File: src/rtl/uart_tx_arbiter.sv
// Round-robin arbiter sharing one uart_tx among N_REQ byte sources.
// Issues one start pulse per grant, tracks the frame via tx_ready, then enforces a stop-bit guard.
module uart_tx_arbiter #(
    parameter int N_REQ        = 4,
    parameter int GUARD_CYCLES = 2084,
    parameter int ACK_TIMEOUT  = 8
) (
    input  logic                     clk,
    input  logic                     rst_n,
    input  logic [N_REQ-1:0]         req,
    input  logic [8*N_REQ-1:0]       req_data,
    output logic [N_REQ-1:0]         gnt,
    output logic [7:0]               tx_data,
    output logic                     tx_start,
    input  logic                     tx_ready,
    output logic                     busy,
    output logic [$clog2(N_REQ)-1:0] owner,
    output logic                     err
);

    localparam int OWN_W   = $clog2(N_REQ);
    localparam int CNT_MAX = (GUARD_CYCLES > ACK_TIMEOUT) ? GUARD_CYCLES : ACK_TIMEOUT;
    localparam int CNT_W   = (CNT_MAX < 1) ? 1 : $clog2(CNT_MAX + 1);

    localparam logic [CNT_W-1:0] ACK_LAST   = CNT_W'(ACK_TIMEOUT - 1);
    localparam logic [CNT_W-1:0] GUARD_LOAD = (GUARD_CYCLES > 0) ? CNT_W'(GUARD_CYCLES - 1) : '0;

    typedef enum logic [1:0] {
        IDLE,
        WAIT_LOW,
        WAIT_HIGH,
        GUARD
    } state_t;

    state_t             state_q;
    logic [N_REQ-1:0]   gnt_q;
    logic [7:0]         tx_data_q;
    logic               tx_start_q;
    logic               busy_q;
    logic [OWN_W-1:0]   owner_q;
    logic               err_q;
    logic [OWN_W-1:0]   rr_q;
    logic [CNT_W-1:0]   cnt_q;

    logic               win_found;
    logic [OWN_W-1:0]   win_idx;
    logic [OWN_W-1:0]   cand;
    logic [N_REQ-1:0]   gnt_d;
    logic [7:0]         tx_data_d;

    // Scan starts one past the last winner so the previous owner is considered last.
    always_comb begin
        win_found = 1'b0;
        win_idx   = '0;
        cand      = '0;
        for (int k = 1; k <= N_REQ; k++) begin
            cand = OWN_W'((int'(rr_q) + k) % N_REQ);
            if (!win_found && req[cand]) begin
                win_found = 1'b1;
                win_idx   = cand;
            end
        end
    end

    always_comb begin
        gnt_d     = '0;
        tx_data_d = '0;
        for (int i = 0; i < N_REQ; i++) begin
            if (win_idx == OWN_W'(i)) begin
                gnt_d[i]  = 1'b1;
                tx_data_d = req_data[8*i +: 8];
            end
        end
    end

    always_ff @(posedge clk or negedge rst_n) begin
        if (!rst_n) begin
            state_q    <= IDLE;
            gnt_q      <= '0;
            tx_data_q  <= '0;
            tx_start_q <= 1'b0;
            busy_q     <= 1'b0;
            owner_q    <= '0;
            err_q      <= 1'b0;
            rr_q       <= OWN_W'(N_REQ - 1);
            cnt_q      <= '0;
        end else begin
            gnt_q      <= '0;
            tx_start_q <= 1'b0;
            err_q      <= 1'b0;
            case (state_q)
                IDLE: begin
                    if (tx_ready && win_found) begin
                        tx_data_q  <= tx_data_d;
                        tx_start_q <= 1'b1;
                        gnt_q      <= gnt_d;
                        owner_q    <= win_idx;
                        rr_q       <= win_idx;
                        cnt_q      <= '0;
                        busy_q     <= 1'b1;
                        state_q    <= WAIT_LOW;
                    end
                end
                WAIT_LOW: begin
                    if (!tx_ready) begin
                        state_q <= WAIT_HIGH;
                    end else if (cnt_q == ACK_LAST) begin
                        // The transmitter never took the byte; it is dropped, not retried.
                        err_q   <= 1'b1;
                        busy_q  <= 1'b0;
                        state_q <= IDLE;
                    end else begin
                        cnt_q <= cnt_q + CNT_W'(1);
                    end
                end
                WAIT_HIGH: begin
                    if (tx_ready) begin
                        if (GUARD_CYCLES == 0) begin
                            busy_q  <= 1'b0;
                            state_q <= IDLE;
                        end else begin
                            cnt_q   <= GUARD_LOAD;
                            state_q <= GUARD;
                        end
                    end
                end
                GUARD: begin
                    // tx_ready rises at the start of the stop bit, so wait it out here.
                    if (cnt_q == '0) begin
                        busy_q  <= 1'b0;
                        state_q <= IDLE;
                    end else begin
                        cnt_q <= cnt_q - CNT_W'(1);
                    end
                end
                default: begin
                    busy_q  <= 1'b0;
                    state_q <= IDLE;
                end
            endcase
        end
    end

    assign gnt      = gnt_q;
    assign tx_data  = tx_data_q;
    assign tx_start = tx_start_q;
    assign busy     = busy_q;
    assign owner    = owner_q;
    assign err      = err_q;

endmodule

File: config.mk
export PLATFORM = sky130hd
export DESIGN_NAME = uart_tx_arbiter
export DESIGN_NICKNAME = d
export VERILOG_FILES = /design/src/rtl/uart_tx_arbiter.sv
export SDC_FILE = /design/constraint.sdc
export NUM_CORES = 1
export LEC_CHECK = 0
export ABC_AREA = 1
export CORE_MARGIN = 2
export CORE_UTILIZATION = 30
export CTS_CLUSTER_DIAMETER = 80
export CTS_CLUSTER_SIZE = 40
export DETAILED_ROUTE_END_ITERATION = 12
export GPL_TIMING_DRIVEN = 1
export MAX_ROUTING_LAYER = met4
export PLACE_DENSITY = 0.62
export SLEW_MARGIN = 20
export SYNTH_ARGS = -nofsm -noshare
export SYNTH_HDL_FRONTEND = slang
export SYNTH_SLANG_ARGS = --single-unit
File: constraint.sdc
create_clock -name clk -period 5.8 [get_ports clk]
set_clock_uncertainty 0.15 [all_clocks]
set_input_delay 1.16 -clock clk [delete_from_list [all_inputs] [get_ports clk]]
set_output_delay 1.16 -clock clk [all_outputs]
set_load 0.02 [all_outputs]
Yosys cells after proc, flatten, opt, wreduce, memory -nomap -nowiden
Cells that the tools add are included.

Bits in read-only memories: 0. Register bits after elaboration: 33. Input bits: 39. Logic and storage cells: 97. Bits in latches: 0. Bits in writable memories: 0. Memories kept: 0.

Add/subtract/negate cells: 6. Shifts and indexed selects: 0. Order comparisons: 4. Equality and inequality tests: 15. Bitwise operators: 0. Muxes and demuxes: 48. Reductions and logical operators: 15. Div/mod/pow operators: 0. $mul: 0.

Operators by type and width (number): 12-bit 2-to-1 mux (5); 12-bit one-hot mux with 4 select lines (1); 8-bit 2-to-1 mux (4); 1-bit 2-to-1 mux (21); 2-bit 2-to-1 mux (9); 2-bit != test, second input constant (7); 12-bit by 1-bit adder with 12-bit output, second input constant (1); 12-bit by 3-bit == test with 1-bit output, second input constant (1); 12-bit logical NOT (1); 2-bit by 3-bit < comparator with 1-bit output, second input constant (4); 12-bit by 1-bit subtractor with 12-bit output, second input constant (1); 5-bit AND reduction (2); 1-bit binary-select mux with 2-bit select (4); 2-bit == test, second input constant (4); 4-bit 2-to-1 mux (2); 2-bit one-hot mux with 4 select lines (1); 2-bit by 1-bit adder with 2-bit output, second input constant (2); 2-bit adder, second input constant (2); 2-bit by 1-bit == test with 1-bit output, second input constant (2); 1-bit logical AND (4); 2-bit logical NOT (2); 4-bit AND reduction (1); 1-bit logical NOT (3); 3-bit != test, second input constant (1); other kinds (3) (3).

Depth between registers and ports, before layout
Gate-level depths: netlist of run 1.

Depth in word-level cells: 18. Gate-level depth with buffers: 16.

Least setup slack after synthesis of run 1
No wires, ideal clock.

Kind: input to register. Start: input req[1]. End: register tx_data_q[0], in the netlist tx_data[0]. Stages on the path: 12. Data arrival time: 2.201 ns. Data required time: 5.534 ns. Path slack: 3.332 ns. Path through: nand2_1 -> nand3_1 -> nand2_2 -> inv_1 -> nor2_4 -> nand3_4 -> nand2_2 -> nor2_4 -> buf_6 -> or2_0 -> clkinv_1 -> nor2_2.

Word-level cells in the longest chain between the ends: 17.

RTL lines: start: declaration (line 10) `input logic [N_REQ-1:0] req,`; 1-bit binary-select mux with 2-bit select (line 58) `if (!win_found && req[cand]) begin`; 1-bit 2-to-1 mux (implied by the code) (line 58); 1-bit 2-to-1 mux (line 58); 1-bit logical NOT (line 58); 1-bit logical AND (line 58); 1-bit 2-to-1 mux (line 58); 1-bit logical NOT (line 58); 1-bit logical AND (line 58); 1-bit 2-to-1 mux (line 58); 1-bit logical NOT (line 58); 1-bit logical AND (line 58); 2-bit 2-to-1 mux (line 58); 2-bit logical NOT (line 69) `if (win_idx == OWN_W'(i)) begin`; 8-bit 2-to-1 mux (4 in series) (line 69); end signal: assignment (line 94) `tx_data_q <= tx_data_d;`; end: declaration (line 37) `logic [7:0] tx_data_q;`.

Parallel ways exist; a longest one is shown, timed or not. The select of a mux whose other input is x is not followed. A chain may end at the register's enable or synchronous reset.

Final worst setup path of run 1
Start: input req[0]. End: register tx_data_q[5], in the netlist tx_data[5].

Same word-level chain as after synthesis.

==> results of run 1 <==
tightest hold or removal path: stages (launching register included):
cell     delay [ns]
dfrtp_1        0.35
nand2_1        0.05
nand2_1        0.05
routing by layer:
layer	part of all wire [%]	wire (um)	vias up
met4	0.82	58	0
met2	48	3420	53
met1	47	3310	1222
met5	0	0	-
li1	-	-	1370
met3	4.2	301	2
metrics by stage:
step / hold WS [ns] / instances / instance area [sq um] / util [%] / setup WS, ns
final: 0.335 / 562 / 3480 / 38.1 / 2.80
after CTS: 0.347 / 562 / 3480 / 38.1 / 2.80
after detailed placement: 0.316 / 554 / 3400 / 37.2 / 2.50
after global routing: 0.396 / 562 / 3480 / 38.1 / 2.60
after floorplan: 0.359 / 397 / 2800 / - / 3.33
after global placement: 0.337 / 554 / 3400 / 37.2 / 2.58
path summary, 6_finish.rpt:
| check | slack, ns | cells past startpoint | startpoint | end |
|---|---|---|---|---|
| hold / removal | 0.33 | 2 | owner[1] | owner[1] |
| setup reg to reg | 2.83 | 9 | state_q[0] | cnt_q[10] |
| setup / recovery | 2.80 | 14 | req[0] | tx_data[5] |
| hold reg to reg | 0.33 | 2 | owner[1] | owner[1] |
| max in group asynchronous | 4.01 | 2 | rst_n | rr_q[0] |
| min in group asynchronous | 1.13 | 2 | rst_n | cnt_q[6] |
final cells by class:
cell class	count	area, sq um	share of cell area [%]
multi-input combinational	302	1680	48.1
sequential	33	828	23.8
timing repair buffer	56	558	16.0
inverter	52	200	5.75
tap	111	139	3.99
clock buffer	6	72.6	2.08
clock inverter	2	10.0	0.287
flip-flops by register name, summed over array words and instances, names as in the netlist, named ones only:
signal and count:
rr_q 2, tx_data 8, tx_start 1, owner 2
err 1, busy 1, state_q 1, gnt 4
cnt_q 12
Yosys cell counts (all sizes together):
cell type,count
nor4,1
nand3,48
o22ai,3
o21bai,2
nand2,122
nor2,45
inv,46
nand4,6
xor2,7
dfrtp,31
ha,9
xnor2,7
dfstp,2
o21ai,18
clkbuf,2
clkinv,6
nor3,9
nand3b,2
buf,8
or2,8
a31oi,1
a21oi,8
a22oi,3
a21boi,3
kinds of logic (layout without fill, tap and decap cells):
logic type | count (synthesis) | count (layout) | synth area share, %
and+or+nand+nor | 241 | 241 | 42.9
DFF | 33 | 33 | 29.6
buffers and inverters | 62 | 116 | 10.5
xor gates and xnor gates | 14 | 14 | 5.32
adders and majority gates | 9 | 9 | 4.02
AOI/OAI and AO/OA | 38 | 38 | 7.69
placed cells by master (no fill, tap or decap), types with 2 or more instances in the layout:
cell	instances
clkdlybuf4s50_1	55
nor2_1	32
o21bai_1	2
xor2_1	5
nand2_1	106
inv_1	38
o21ai_0	12
nand3b_1	2
nor2_2	8
nand4_1	5
nand2_4	2
ha_1	9
nor2_4	5
inv_2	7
nand3_4	2
or2_1	2
a22oi_1	3
a21boi_1	2
dfstp_2	2
clkinv_2	2
or2_0	6
xnor2_1	7
a21oi_1	8
clkinv_1	6
nand3_1	39
nor3_1	8
nand3_2	7
nand2_2	14
clkbuf_8	5
o21ai_1	6
dfrtp_1	31
o22ai_1	3
power by group through the flow:
stage	sequential, mW	clock, mW	combinational, mW
detailed placement	0.434	0	1.37
global placement	0.435	0	1.34
CTS	0.431	0.177	1.38
global route	0.449	0.184	1.53
floorplan	0.461	0	1.06
finish	0.430	0.166	1.37
==> metrics.md, run 1 <==
| Metric | Value |
|---|---|
| Yosys top cell by area | `dfrtp_1` |
| CTS tree | `done` |
| Area growth syn-to-layout | `24.5%` |
| IO Port Bufs | `55` |
| Fin Setup TNS | `0 ns` |
| Cell count after synthesis | `397` |
| Initial DRC count | `103` |
| Clk buf depth | `2` |
| Relative slew slack | `40.1%` |
| I/O pin cnt | `56` |
| CTS resizes | `0` |
| Final setup vio count | `0` |
| Clk pwr share | `8.5%` |
| Met1 usage | `19.2%` |
| Total congestion overflow | `0` |
| Switch share | `53.7%` |
| Vias in the first global route | `2639` |
| Drt pass-1 iters | `4` |
| Sequential fraction of the synthesis area | `29.6%` |
| CP Buf/Inv Count | `2` |
| Layout cells sized above 1 | `13.3%` |
| Yosys Warn Count | `0` |
| Hold_buf cts | `0` |
| Fmax | `0.333 GHz` |
| Crit-path cells | `clkdlybuf4s50_1 -> nand2_1 -> nand2_1 -> nand2_2 -> nand2_4 -> inv_2 -> nand3_1 -> nor2_2 -> nor2_4 -> nor2_4 -> nand2_1 -> nand2_1 -> nor2_1 -> nor2_2` |
| CP Class | `primary input to flop` |
| Leakage | `1.62 nW` |
| Syn_nets | `445` |
| CP arrival | `3.03 ns` |
| Post-synth cell types | `40` |
| DP HPWL | `5520 um` |
| Clk_lat worst skew | `0.28 ns` |
| Post-synthesis area per instance | `7.05 sq um` |
| Routed WL per cell | `12.6 um` |
| Die Span Y | `101 um` |
| Synth area leaders | `dfrtp_1 (28%), nand2_1 (14%), nand3_1 (7.0%), inv_1 (5.1%), nor2_1 (4.3%)` |
| Status | `finished clean` |
| Global-route wire length before repair | `12300 um` |
| Root Driver | `clkbuf_8` |
| Top-area cell type share of the netlist area | `27.7%` |
| Initial Util | `30.6%` |
| Final Max Slew Viols | `0` |
| Worst path top cell family by delay | `simple AND/OR/NAND/NOR gates` |
| ANT cells | `0` |
| Synth Register Bits | `33` |
| Unrepaired setup endpoints after global routing | `false` |
| Die W | `101 um` |
| CTS Buf Count | `5` |
| Avg Vias per Cell | `4.71` |
| Comb power frac | `69.6%` |
| Fillers | `963` |
| Crit-path most repeated cell | `nand2_1` |
| Via count | `2647` |
| Crit end category | `flop` |
| Final Net Count | `498` |
| DIE AREA | `10100 sq um` |
| Worst slew pin tran | `0.898 ns` |
| CP Launch Type | `primary input` |
| DRC | `0` |
| Reg clk slew, reported paths | `0.07 ns` |
| H-tree depth | `2` |
| # clock sinks | `33` |
| Sequential fraction of design power | `21.9%` |
| Largest net degree at the start of global routing | `34` |
| Pwr per Cell Area | `564 nW/um^2` |
| Hold Crit Class | `flop to flop` |
| Antenna violations before repair | `0` |
| Net Switching | `1.05 mW` |
| Peak VDD IR | `0.227 mV` |
| Setup bufs post-CTS | `0` |
| Most Crowded Layer GR | `met2` |
| Post-DRT Antenna Nets | `0` |
| Data required time at the worst endpoint | `5.82 ns` |
| Max_cap viols | `0` |
| Met3 usage | `2.50%` |
| Rows | `35` |
| GPL Wtd Cong | `0.877` |
| Met2 usage | `25.8%` |
| Crit-path max FO | `15` |
| Total GRT Usage | `15.4%` |
| Hold Violations, Final | `0` |
| Time the worst path needs with I/O delays and setup | `3.00 ns` |
| WL final | `7090 um` |
| Core ar. | `9150 sq um` |
| Slowest CP cell | `clkdlybuf4s50_1` |
| Pint | `909 uW` |
| Crit share post-route | `51.8%` |
| Slowest stage delay, CP | `0.51 ns` |
| Total Power | `1.96 mW` |
| Post-Syn Area | `2800 sq um` |
Power figures use the tool's default switching activity.
==> inputs of run 2 (changes only) <==
--- a/config.mk
+++ b/config.mk
@@ -13,7 +13,7 @@
 export DETAILED_ROUTE_END_ITERATION = 12
 export GPL_TIMING_DRIVEN = 1
 export MAX_ROUTING_LAYER = met4
-export PLACE_DENSITY = 0.62
+export PLACE_DENSITY = 0.64
 export SLEW_MARGIN = 20
 export SYNTH_ARGS = -nofsm -noshare
 export SYNTH_HDL_FRONTEND = slang
==> constraint.sdc (replaced) <==
create_clock -name clk -period 2.6 [get_ports clk]
set_clock_uncertainty 0.15 [all_clocks]
set_input_delay 0.52 -clock clk [delete_from_list [all_inputs] [get_ports clk]]
set_output_delay 0.52 -clock clk [all_outputs]
set_load 0.02 [all_outputs]
==> run 2 against run 1 <==
Against the previous run:
- combinational power up 130%
- critical path type is now flop to flop
- global-route usage about the same
- cell count up 1.6%
- non-clock buffer count up 9
- largest cell class unchanged
- via count up 2.7%
- routed wire length up 0.75%
- sequential share of layout area down 0.62 points
- first-iteration DRC count up 32%
- final area up 2.7%
- clock power rose to 2.6 times the previous value
- core utilization up 1.0 points
==> metrics.md, run 2 (synthesis results as in run 1) <==
| Metric | Value |
|---|---|
| Status | `finished clean (unchanged)` |
| Hold Crit Class | `flop to flop (unchanged)` |
| # clock sinks | `33 (unchanged)` |
| CP Class | `flop to flop (was primary input to flop)` |
| Avg Vias per Cell | `4.76 (was 4.71)` |
| Layout cells sized above 1 | `15.2% (was 13.3%)` |
| Commonest non-fill, non-tap cell in the layout | `nand2_1 (unchanged)` |
| Post-DRT Antenna Nets | `0 (unchanged)` |
| H-tree depth | `2 (unchanged)` |
| Max FFs per register | `12 (unchanged)` |
| Leakage | `1.68 nW (was 1.62 nW)` |
| DIE AREA | `10100 sq um (unchanged)` |
| I/O pin cnt | `56 (unchanged)` |
| Initial Util | `30.6% (unchanged)` |
| CP Launch Point | `rr_q[0] (was req[0])` |
| CTS resizes | `0 (unchanged)` |
| Fin Setup TNS | `0 ns (unchanged)` |
| Total congestion overflow | `0 (unchanged)` |
| WL final | `7150 um (was 7090 um)` |
| Time the worst path needs with I/O delays and setup | `2.29 ns` |
| Reg clk slew, reported paths | `0.08 ns (was 0.07 ns)` |
| CTS tree | `done (unchanged)` |
| IO Port Bufs | `55 (unchanged)` |
| Drt pass-1 iters | `4 (unchanged)` |
| Crit-path max FO | `12 (was 15)` |
| GPL Wtd Cong | `0.951 (was 0.877)` |
| CP endpoint | `tx_data[4] (was tx_data[5])` |
| Routed WL per cell | `12.5 um (was 12.6 um)` |
| Total GRT Usage | `15.3% (was 15.4%)` |
| Dpl ws | `0.0308 ns (was 2.50 ns)` |
| Unrepaired setup endpoints after global routing | `false (unchanged)` |
| Clk buf depth | `2 (unchanged)` |
| Area growth syn-to-layout | `27.8% (was 24.5%)` |
| Max_cap viols | `0 (unchanged)` |
| Setup bufs post-CTS | `0 (unchanged)` |
| Relative slew slack | `67.1% (was 40.1%)` |
| Hold slack | `0.332 ns (was 0.335 ns)` |
| Largest reg by FF count | `cnt_q (unchanged)` |
| Rows | `35 (unchanged)` |
| Reg2reg start | `rr_q[0] (was state_q[0])` |
| Root Driver | `clkbuf_8 (unchanged)` |
| Die Span Y | `101 um (unchanged)` |
| CP arrival | `2.37 ns (was 3.03 ns)` |
| DRC | `0 (unchanged)` |
| Placed cells | `563 (was 554)` |
| Most frequent cells in the layout | `nand2_1 (106), clkdlybuf4s50_1 (55), nand3_1 (39) (unchanged)` |
| Fmax | `0.437 GHz` |
| Hold_buf cts | `0 (unchanged)` |
| Largest net degree at the start of global routing | `34 (unchanged)` |
| Final setup vio count | `0 (unchanged)` |
| Via count | `2719 (was 2647)` |
| Peak VDD IR | `0.502 mV (was 0.227 mV)` |
| Crit share post-route | `88.1%` |
| Final Instance Count excl. Fillers | `571 (was 562)` |
| Die W | `101 um (unchanged)` |
| Data required time at the worst endpoint | `2.68 ns (was 5.82 ns)` |
| FF-to-FF setup slack | `0.31 ns (was 2.83 ns)` |
| Final worst slack | `0.310 ns (was 2.80 ns)` |
| Final Max Slew Viols | `0 (unchanged)` |
| CTS Buf Count | `5 (unchanged)` |
| Antenna violations before repair | `0 (unchanged)` |
| Crit end category | `flop (unchanged)` |
| Pwr per Cell Area | `1270 nW/um^2 (was 564 nW/um^2)` |
| Worst slew pin tran | `0.494 ns (was 0.898 ns)` |
| R2R cell count | `14 (was 9)` |
| CP Launch Type | `flop (was primary input)` |
| ANT cells | `0 (unchanged)` |
| Vias in the first global route | `2721 (was 2639)` |
| Global-route wire length before repair | `12300 um (about the same)` |
| Initial DRC count | `136 (was 103)` |
| Post-route design area | `3580 sq um (was 3480 sq um)` |
| Placement Cell Area | `3480 sq um (was 3400 sq um)` |
| DP HPWL | `5580 um (was 5520 um)` |
| Final Net Count | `507 (was 498)` |
| Hold Violations, Final | `0 (unchanged)` |
| Core ar. | `9150 sq um (unchanged)` |
| Critical R2R Capture | `tx_data[4] (was cnt_q[10])` |
| Clk_lat worst skew | `0.30 ns (was 0.28 ns)` |
## run 2: cell count changes in the layout (fill, tap and decap cells not counted), sizes merged
cell,previous run,this run
buf,1,10
## run 2: per-stage QoR
| step | utilization [%] | power [mW] |
|---|---|---|
| final | 39.1 | 4.55 |
| after CTS | 39.1 | 4.60 |
| after floorplan | - | 3.38 |
| after global routing | 39.1 | 4.99 |
| after global placement | 38.0 | 4.09 |
| after detailed placement | 38.0 | 4.15 |
## run 2: critical path: stages (launching register included)
cell      delay [ns]
dfstp_2         0.67
inv_6           0.09
nand2_1         0.08
nand2_2         0.07
nand2_2         0.10
nand2_4         0.07
inv_2           0.07
nand2_1         0.07
nand2_2         0.10
nand2_2         0.08
nor2_4          0.30
nand3_1         0.13
nand2_1         0.09
inv_1           0.04
a21boi_1        0.10
## run 2: worst min-delay path by stage
stage                     startpoint   endpoint  slack (ns)  depth (start not counted)
after floorplan                rst_n  async pin        0.07                          0
after CTS                   owner[0]   owner[0]        0.34                          2
after global placement      owner[0]   owner[0]        0.33                          2
final                       owner[0]   owner[0]        0.33                          2
after detailed placement    owner[0]   owner[0]        0.32                          2
after global routing        owner[0]   owner[0]        0.38                          2
## run 2: cell type report
cell class,instances,area [sq um]
Clock buffer,6,82.6
Clock inverter,2,13.8
Fill cell,947,5570
Inverter,52,200
Multi-Input combinational cell,302,1680
Sequential cell,33,828
Tap cell,111,139
Timing Repair Buffer,65,638
## run 2: metal layers
metal | vias up | wire length [um] | track usage [%]
met1 | 1270 | 3310 | 18.9
met4 | 0 | 78 | 4.85
met2 | 60 | 3420 | 25.8
met5 | - | 0 | -
li1 | 1383 | - | -
met3 | 6 | 340 | 2.15
## run 2: where the power goes
group          internal (mW)  switching (mW)  total, mW
logic                   1.21            1.97       3.18
registers              0.743           0.199      0.942
clock network          0.215           0.212      0.426
